`config.mk`:
```
export PLATFORM = sky130hd
export DESIGN_NAME = sd_load_sequencer
export DESIGN_NICKNAME = d
export VERILOG_FILES = /design/src/rtl/cl_pkg.sv /design/src/rtl/sd_byte_packer.sv /design/src/rtl/sd_load_sequencer.sv
export SDC_FILE = /design/constraint.sdc
export NUM_CORES = 1
export LEC_CHECK = 0
export CAP_MARGIN = 15
export CELL_PAD_IN_SITES_DETAIL_PLACEMENT = 2
export CELL_PAD_IN_SITES_GLOBAL_PLACEMENT = 2
export CORE_UTILIZATION = 34
export CTS_BUF_LIST = sky130_fd_sc_hd__clkbuf_8
export DETAILED_ROUTE_END_ITERATION = 10
export GPL_ROUTABILITY_DRIVEN = 1
export PLACE_DENSITY = 0.88
export SLEW_MARGIN = 20
export SYNTH_ARGS = -nofsm -noshare
export SYNTH_HDL_FRONTEND = slang
export SYNTH_SLANG_ARGS = --single-unit
```
`constraint.sdc`:
```
create_clock -name clk25 -period 2.95 [get_ports clk25]
set_input_delay 0.4425 -clock clk25 [delete_from_list [all_inputs] [get_ports clk25]]
set_output_delay 0.4425 -clock clk25 [all_outputs]
set_load 0.1 [all_outputs]
```
`src/rtl/cl_pkg.sv`:
```
// Shared control-logic definitions: sequencer states, phases, SD geometry and
// default card addresses used by the content loader and the control-logic top.
package cl_pkg;

    typedef enum logic [2:0] {
        WAIT_READY = 3'd0,
        ISSUE      = 3'd1,
        READ       = 3'd2,
        SECTOR_END = 3'd3,
        WAIT_SONG  = 3'd4,
        DONE       = 3'd5
    } seq_state_t;

    typedef enum logic {
        PHASE_DATA = 1'b0,
        PHASE_SONG = 1'b1
    } phase_t;

    localparam int SECTOR_BYTES = 512;
    localparam int WORD_BYTES   = 4;

    localparam logic [31:0] DATA_ADR_DEFAULT = 32'h0000_0000;
    localparam logic [31:0] SONG_ADR_DEFAULT = 32'h0001_0000;

endpackage

```
`src/rtl/sd_byte_packer.sv`:
```
// Turns sd_controller byte events into big-endian 32-bit words with a running
// word index and a one-cycle write strobe for the active phase.
module sd_byte_packer
    import cl_pkg::*;
(
    input  logic        clk25,
    input  logic        reset,
    input  logic        enable,
    input  logic        clear_cnt,
    input  logic        clear_index,
    input  logic        song_phase,
    input  logic        byte_available,
    input  logic [7:0]  din,
    output logic [31:0] word_out,
    output logic [15:0] word_index,
    output logic        data_write_en,
    output logic        song_write_en,
    output logic        sector_done
);

    localparam int CNT_W  = $clog2(SECTOR_BYTES);
    localparam int SLOT_W = $clog2(WORD_BYTES);

    logic             avail_q;
    logic [CNT_W-1:0] byte_cnt;
    logic [23:0]      partial;
    logic             word_valid;
    logic             capture;
    logic             word_last;

    // byte_available is a level that may linger; only its rising edge counts.
    assign capture     = enable && byte_available && !avail_q;
    assign word_last   = (byte_cnt[SLOT_W-1:0] == SLOT_W'(WORD_BYTES - 1));
    assign sector_done = capture && (byte_cnt == CNT_W'(SECTOR_BYTES - 1));

    always_ff @(posedge clk25) begin
        if (reset) begin
            avail_q       <= 1'b0;
            byte_cnt      <= '0;
            partial       <= '0;
            word_out      <= '0;
            word_index    <= '0;
            word_valid    <= 1'b0;
            data_write_en <= 1'b0;
            song_write_en <= 1'b0;
        end else begin
            avail_q       <= byte_available;
            word_valid    <= capture && word_last;
            data_write_en <= capture && word_last && !song_phase;
            song_write_en <= capture && word_last && song_phase;

            if (clear_cnt)
                byte_cnt <= '0;
            else if (capture)
                byte_cnt <= byte_cnt + 1'b1;

            if (capture) begin
                case (byte_cnt[1:0])
                    2'd0: partial[23:16] <= din;
                    2'd1: partial[15:8]  <= din;
                    2'd2: partial[7:0]   <= din;
                    default: word_out    <= {partial, din};
                endcase
            end

            // The index advances the cycle after the strobe so it labels its word.
            if (clear_index)
                word_index <= '0;
            else if (word_valid)
                word_index <= word_index + 16'd1;
        end
    end

endmodule

```
`src/rtl/sd_load_sequencer.sv`:
```
// Loads metadata sectors after reset, then song sectors on request, driving
// sd_controller and streaming packed words to metadata memory or song buffer.
module sd_load_sequencer
    import cl_pkg::*;
#(
    parameter logic [31:0] DATA_ADR     = DATA_ADR_DEFAULT,
    parameter int          DATA_SECTORS = 4,
    parameter logic [31:0] SONG_ADR     = SONG_ADR_DEFAULT,
    parameter int          SONG_SECTORS = 16
) (
    input  logic        clk25,
    input  logic        reset,
    input  logic        song_req,
    input  logic        sd_ready,
    input  logic        sd_byte_available,
    input  logic [7:0]  sd_dout,
    output logic        sd_rd,
    output logic [31:0] sd_adr,
    output logic [31:0] word_out,
    output logic [15:0] word_index,
    output logic        data_write_en,
    output logic        song_write_en,
    output logic        data_loaded,
    output logic        song_loaded,
    output logic        busy
);

    localparam logic [6:0] DATA_LAST = 7'(DATA_SECTORS - 1);
    localparam logic [6:0] SONG_LAST = 7'(SONG_SECTORS - 1);

    seq_state_t  state, state_n;
    phase_t      phase, phase_n;
    logic [6:0]  sector_cnt, sector_cnt_n;
    logic [31:0] sd_adr_n;
    logic        sd_rd_n, data_loaded_n, song_loaded_n;
    logic        clear_cnt, clear_index, sector_done, last_sector;

    sd_byte_packer u_packer (
        .clk25          (clk25),
        .reset          (reset),
        .enable         (state == READ),
        .clear_cnt      (clear_cnt),
        .clear_index    (clear_index),
        .song_phase     (phase == PHASE_SONG),
        .byte_available (sd_byte_available),
        .din            (sd_dout),
        .word_out       (word_out),
        .word_index     (word_index),
        .data_write_en  (data_write_en),
        .song_write_en  (song_write_en),
        .sector_done    (sector_done)
    );

    // Read handshake: sd_rd rises only after sd_ready is seen high, and is held
    // until sd_ready is seen low (controller accepted); the sector ends when
    // the 512th byte arrives and sd_ready returns high.
    always_comb begin
        state_n       = state;
        phase_n       = phase;
        sector_cnt_n  = sector_cnt;
        sd_adr_n      = sd_adr;
        sd_rd_n       = sd_rd;
        data_loaded_n = data_loaded;
        song_loaded_n = song_loaded;
        clear_cnt     = 1'b0;
        clear_index   = 1'b0;
        last_sector   = (phase == PHASE_SONG) ? (sector_cnt == SONG_LAST)
                                              : (sector_cnt == DATA_LAST);
        case (state)
            WAIT_READY: begin
                if (sd_ready) begin
                    sd_rd_n = 1'b1;
                    state_n = ISSUE;
                end
            end
            ISSUE: begin
                if (!sd_ready) begin
                    sd_rd_n   = 1'b0;
                    clear_cnt = 1'b1;
                    state_n   = READ;
                end
            end
            READ: begin
                if (sector_done)
                    state_n = SECTOR_END;
            end
            SECTOR_END: begin
                if (sd_ready) begin
                    if (!last_sector) begin
                        sector_cnt_n = sector_cnt + 7'd1;
                        sd_adr_n     = sd_adr + 32'(SECTOR_BYTES);
                        state_n      = WAIT_READY;
                    end else if (phase == PHASE_DATA) begin
                        data_loaded_n = 1'b1;
                        state_n       = WAIT_SONG;
                    end else begin
                        song_loaded_n = 1'b1;
                        state_n       = DONE;
                    end
                end
            end
            WAIT_SONG: begin
                if (song_req) begin
                    phase_n      = PHASE_SONG;
                    sd_adr_n     = SONG_ADR;
                    sector_cnt_n = '0;
                    clear_index  = 1'b1;
                    state_n      = WAIT_READY;
                end
            end
            DONE: ;
            default: state_n = WAIT_READY;
        endcase
    end

    always_ff @(posedge clk25) begin
        if (reset) begin
            state       <= WAIT_READY;
            phase       <= PHASE_DATA;
            sector_cnt  <= '0;
            sd_adr      <= DATA_ADR;
            sd_rd       <= 1'b0;
            data_loaded <= 1'b0;
            song_loaded <= 1'b0;
            busy        <= 1'b0;
        end else begin
            state       <= state_n;
            phase       <= phase_n;
            sector_cnt  <= sector_cnt_n;
            sd_adr      <= sd_adr_n;
            sd_rd       <= sd_rd_n;
            data_loaded <= data_loaded_n;
            song_loaded <= song_loaded_n;
            busy        <= (state_n == ISSUE) || (state_n == READ) || (state_n == SECTOR_END);
        end
    end

endmodule

```
* Word level (Yosys, flattened, before mapping)
Index checks and enable logic that the tools add are counted.
** Word-level totals
- Flip-flop bits (word level) :: 132
- Input port bits :: 13
- Output and inout bits :: 86
- Word-level logic and storage cells :: 93
** Cells by class
- Add/subtract/negate cells :: 4
- Equality and inequality tests :: 19
- Multiplexer cells :: 24
- Bitwise operators :: 2
- Reductions and logical operators :: 26
** Operators with widths (count)
- 32-bit 2-to-1 mux :: 3
- 32-bit one-hot mux with 2 select lines :: 1
- 32-bit by 10-bit adder with 32-bit output (second input constant) :: 1
- 7-bit 2-to-1 mux :: 3
- 3-bit 2-to-1 mux :: 6
- 3-bit one-hot mux with 6 select lines :: 1
- 16-bit by 1-bit adder with 16-bit output (second input constant) :: 1
- 7-bit one-hot mux with 2 select lines :: 1
- 3-bit by 2-bit == test with 1-bit output (second input constant) :: 4
- 4-bit AND reduction :: 3
- 2-bit inequality test (second input constant) :: 5
- 2-bit AND reduction :: 5
- 9-bit by 1-bit adder with 9-bit output (second input constant) :: 1
- 9-bit == test (second input constant) :: 1
- 1-bit 2-to-1 mux :: 8
- 7-bit by 1-bit adder with 7-bit output (second input constant) :: 1
- 7-bit by 2-bit == test with 1-bit output (second input constant) :: 1
- 7-bit by 4-bit == test with 1-bit output (second input constant) :: 1
- 3-bit by 1-bit == test with 1-bit output (second input constant) :: 2
- 3-bit == test (second input constant) :: 2
- 1-bit logical AND :: 6
- 2-bit == test (second input constant) :: 2
- 2-bit nonzero test :: 2
- 2-bit OR reduction :: 2
- other kinds (9) :: 12

* Longest topological paths before layout
- Depth in word-level cells :: 9
- Mapped depth :: 7
- Gate-level depth less buffers :: 7

* Hierarchy
A second synthesis with hierarchy kept.
** Unflattened totals
- Cells, all modules :: 629
- Area total of the unflattened synthesis :: 5297.6 sq um
** By module, submodules not included
- sd_byte_packer :: times used 1, cells each 403, area each 3315.7 sq um, seq. area each 1701.6 sq um
- sd_load_sequencer :: times used 1, cells each 226, area each 1981.9 sq um, seq. area each 760.7 sq um

* Least setup slack after synthesis
Ideal clock, no wire load.
- Kind :: reg2reg
- From :: register sd_adr[11]
- To :: register sd_adr[23]
- Setup time :: 0.072 ns
- Data arrival time :: 2.310 ns
- Required time :: 2.878 ns
- Slack :: 0.568 ns
- Cell stages (with the launch flop) :: 6
- Path buffers :: 1
- Period minus slack after synthesis :: 2.382 ns
- Cell sequence :: dfxtp_1 and4_1 clkbuf_2 nand2_1 a2111oi_0 mux2i_1
** On the way
- Cells in the longest elaborated chain, start to end :: 4
** RTL lines
- from (decl) :: line sd_load_sequencer.sv:18 : output logic [31:0] sd_adr,
- from (signal assigned) :: line sd_load_sequencer.sv:130 : sd_adr <= sd_adr_n;
- 32-bit by 10-bit adder with 32-bit output :: line sd_load_sequencer.sv:91 : sd_adr_n = sd_adr + 32'(SECTOR_BYTES);
- 32-bit 2-to-1 mux :: line sd_load_sequencer.sv:89 : if (!last_sector) begin
- 32-bit 2-to-1 mux :: line sd_load_sequencer.sv:88 : if (sd_ready) begin
- 32-bit one-hot mux with 2 select lines :: line sd_load_sequencer.sv:69 : case (state)
Every way passes these cells. The select of a mux whose other input is x is not followed.
A chain may end at the register's enable or synchronous reset.

* Worst setup path after layout
- From :: register sector_cnt[0]
- To :: register sd_adr[11]
** On the way
- Cells in the longest elaborated chain, start to end :: 4
- Elaborated cells between the ends (all ways) :: 5
- Those cells by class :: eq/ne (3); mux (1); reduce/logical (1)
** RTL lines
- from (decl) :: line sd_load_sequencer.sv:33 : logic [6:0] sector_cnt, sector_cnt_n;
- from (signal assigned) :: line sd_load_sequencer.sv:129 : sector_cnt <= sector_cnt_n;
- 7-bit by 2-bit == test with 1-bit output / 7-bit by 4-bit == test with 1-bit output (equally long branches) :: line sd_load_sequencer.sv:68, sd_load_sequencer.sv:67
- 1-bit 2-to-1 mux * :: line sd_load_sequencer.sv:67 : last_sector = (phase == PHASE_SONG) ? (sector_cnt == SONG_LAST)
- 2-bit inequality test (no line) *
- 4-bit AND reduction (no line) *
Every way passes the cells marked *; elsewhere a longest branch is shown, timed or not.

==> metrics.csv <==
stage;metric;value;unit
drt;dr_total_vias;5049;
synthesis;synth-main-ff-cell;dfxtp_1;
global_route;grt_use_total;22.0;%
synthesis;yosysUniqueCellTypes;50;
drt;wl_per_cell;18.2;um
placement;placed_cell_area;6230;sq um
synthesis;synth_area_leaders;dfxtp_1 46%, nand2_1 8.3%, a21oi_1 8.0%, nand3_1 4.3%, mux2i_1 2.2%;
floorplan;fp.coreArea;15400;sq um
synthesis;synthDominantCellAreaShare;45.6;%
global_route;grt_pass1_vias;5430;
floorplan;die_area;16400;sq um
final_layout;layout-drive-gt1-share;17.4;%
sta;setup_viol;0;
drt;viasPerCell;5.34;
cts;clock_latency;0.45;ns
cts;cts_resized;0;
floorplan;num_rows;45;
synthesis;synth_area_per_cell;8.36;sq um
power_and_ir_drop;cellPowerDensity;523;nW/um^2
placement;io_buffer_count;89;
power_and_ir_drop;irDropWorstVdd;0.000231;V
drt;drtAntennaViolNets;0;
drt;drt_wl_total;17.2;mm
synthesis;synth_area_leader_cell;dfxtp_1;
sta;slew_headroom;46.2;%
synthesis;netlist_area;5400;sq um
final_layout;fin_nets;742;
flow_run;drv_cap;0;
cts;cts_tree;built;
sta;rsz0062_at_grt;no;
synthesis;synth_top_family_by_area;simple AND/OR/NAND/NOR gates;
min_path;min_path_type;reg -> reg;
critical_path;cp_data_arrival_time;2.82;ns
drt;drtIter0Drc;187;
cts;cts_htree_levels;4;
cts;postCtsSetupBuffers;0;
cts;postCtsHoldBufs;0;
floorplan;start_util;35.1;%
synthesis;synthMuxAreaShare;2.23;%
floorplan;fp.dieH;128;um
synthesis;synth_xor_area_share;2.92;%
final_layout;final_cell_mix;123 x dfxtp_1, 120 x nand2_1, 86 x a21oi_1, 86 x buf_4, 46 x nand3_1;
min_path;hold_start;u_packer.partial[22]$_SDFFE_PP0P_;
floorplan;die_x;128;um
sta;max_freq;0.398;GHz
critical_path;cp_max_fo;22;
sta;finalCritPeriodShare;85.1;%
global_route;grt_max_degree;48;
critical_path;r2r_start;sector_cnt[0]$_SDFFE_PP0P_;
synthesis;synth-edff-count;0;
critical_path;worstSetupStartpointType;flip-flop;
placement;gp_congestion;0.807;
status;outcome;finished clean;
sta;finalHoldViolations;0;
drt;firstDrtPassIters;4;
synthesis;ys_seq_elements;123;
synthesis;synth_compound_area_share;15.1;%
power_and_ir_drop;leakagePower;2.34;nW
sta;fin_crit;2.51;ns
cts;cts_sinks;123;
synthesis;synth-adder-area-share;1.86;%
synthesis;synth_cells;645;
synthesis;async_reset_ff_share;0;%
final_layout;layout_commonest_cell;dfxtp_1;
synthesis;synthSimpleGateAreaFrac;26.9;%
cts;clk_pin_slew_worst_paths;0.08;ns
synthesis;yosysWarnings;0;
cts;numCtsBuffers;17;
sta;fin_worst_skew;0.0128;ns
global_route;grt_overflow_total;0;
critical_path;crit_path_end_kind;flip-flop;
cts;root_buffer;clkbuf_8;
critical_path;crit_required;3.26;ns
sta;final-max-slew-violation-count;0;
drt;route.detailed.drc;0;
critical_path;path_class;reg -> reg;
synthesis;seq_area_frac_synth;45.6;%
final_layout;final_util;43.2;%
floorplan;boundaryPins;99;
global_route;grt_pass1_wl;28.3;mm
global_route;antenna_found_initial;0;
cts;clockBufferDepth;2;
sta;setup_tns;0;ns
sta;tightest_slew;0.786;ns
final_layout;final_cell_area;6650;sq um
final_layout;num_antenna_cells;0;
final_layout;areaGrowthSynthToFinish;23.2;%
placement;place_hpwl;11.9;mm
critical_path;startpoint;sector_cnt[0]$_SDFFE_PP0P_;
==> power breakdown <==
group	internal, mW	total, mW	switching [mW]	leakage [nW]
clock network	0.853	1.61	0.760	0.210
logic	0.0399	0.185	0.145	1.13
registers	1.67	1.68	0.0127	0.992
==> path summary, 6_finish.rpt <==
| check | end | slack [ns] | cells after the start |
|---|---|---|---|
| setup / recovery | sd_adr[11]$_SDFFE_PP0P_ | 0.44 | 6 |
| hold / removal | u_packer.word_out[30]$_SDFFE_PP0P_ | 0.46 | 2 |
| setup reg to reg | sd_adr[11]$_SDFFE_PP0P_ | 0.44 | 6 |
| hold reg to reg | u_packer.word_out[30]$_SDFFE_PP0P_ | 0.46 | 2 |
==> sequential cells by signal, indices dropped and copies added (netlist names), 3 cells and up <==
name,cells
u_packer.partial,24
u_packer.byte_cnt,9
u_packer.word_index,16
sd_adr,23
u_packer.word_out,32
sector_cnt,7
state,3
==> through the flow <==
stage | power, mW | worst slack (ns) | instances | hold WS, ns
floorplan | 1.86 | 0.568 | 653 | 0.432
global placement | 1.90 | 0.478 | 913 | 0.446
detailed placement | 1.91 | 0.332 | 913 | 0.448
CTS | 3.52 | 0.464 | 945 | 0.456
global route | 3.61 | 0.228 | 945 | 0.486
finish | 3.48 | 0.439 | 945 | 0.456
==> routing by layer <==
layer | vias up | track usage, % | routed length [um]
li1 | 2440 | - | -
met1 | 2500 | 25.9 | 7420
met2 | 90 | 39.4 | 8970
met3 | 19 | 5.09 | 539
met4 | 0 | 6.57 | 243
met5 | - | 0 | 0
==> critical path, stage by stage, from the launching register on <==
cell and delay (ns):
dfxtp_1 0.42, ha_1 0.25, or4b_4 0.55, nor4_4 0.59, buf_4 0.35, or4_1 0.15
a21oi_1 0.07
==> layout make-up <==
cell class                      count  area, sq um
Clock buffer                       17          234
Clock inverter                     15          188
Fill cell                        1751         8720
Inverter                            9         33.8
Multi-Input combinational cell    471         2690
Sequential cell                   123         2460
Tap cell                          211          264
Timing Repair Buffer               99          781
==> cell families after synthesis <==
family                     Yosys count
adders and majority gates            8
xor gates and xnor gates            18
and+or+nand+nor                    289
DFF                                123
muxes                               12
buffers and inverters               59
other                                1
AOI/OAI and AO/OA                  135
==> synthesized netlist by cell type, drive strengths merged, types with 4 or more instances <==
library cell	count
dfxtp	123
nand2	120
a21oi	86
nand3	46
clkbuf	30
nor2	30
buf	20
nand4	19
or3	15
o31ai	14
or4	13
mux2i	12
xnor2	12
nor4	11
and3	9
inv	9
o21ai	9
ha	8
a2111oi	7
nor3	7
xor2	6
and4	5
a31oi	4
Power figures use the tool's default switching activity.
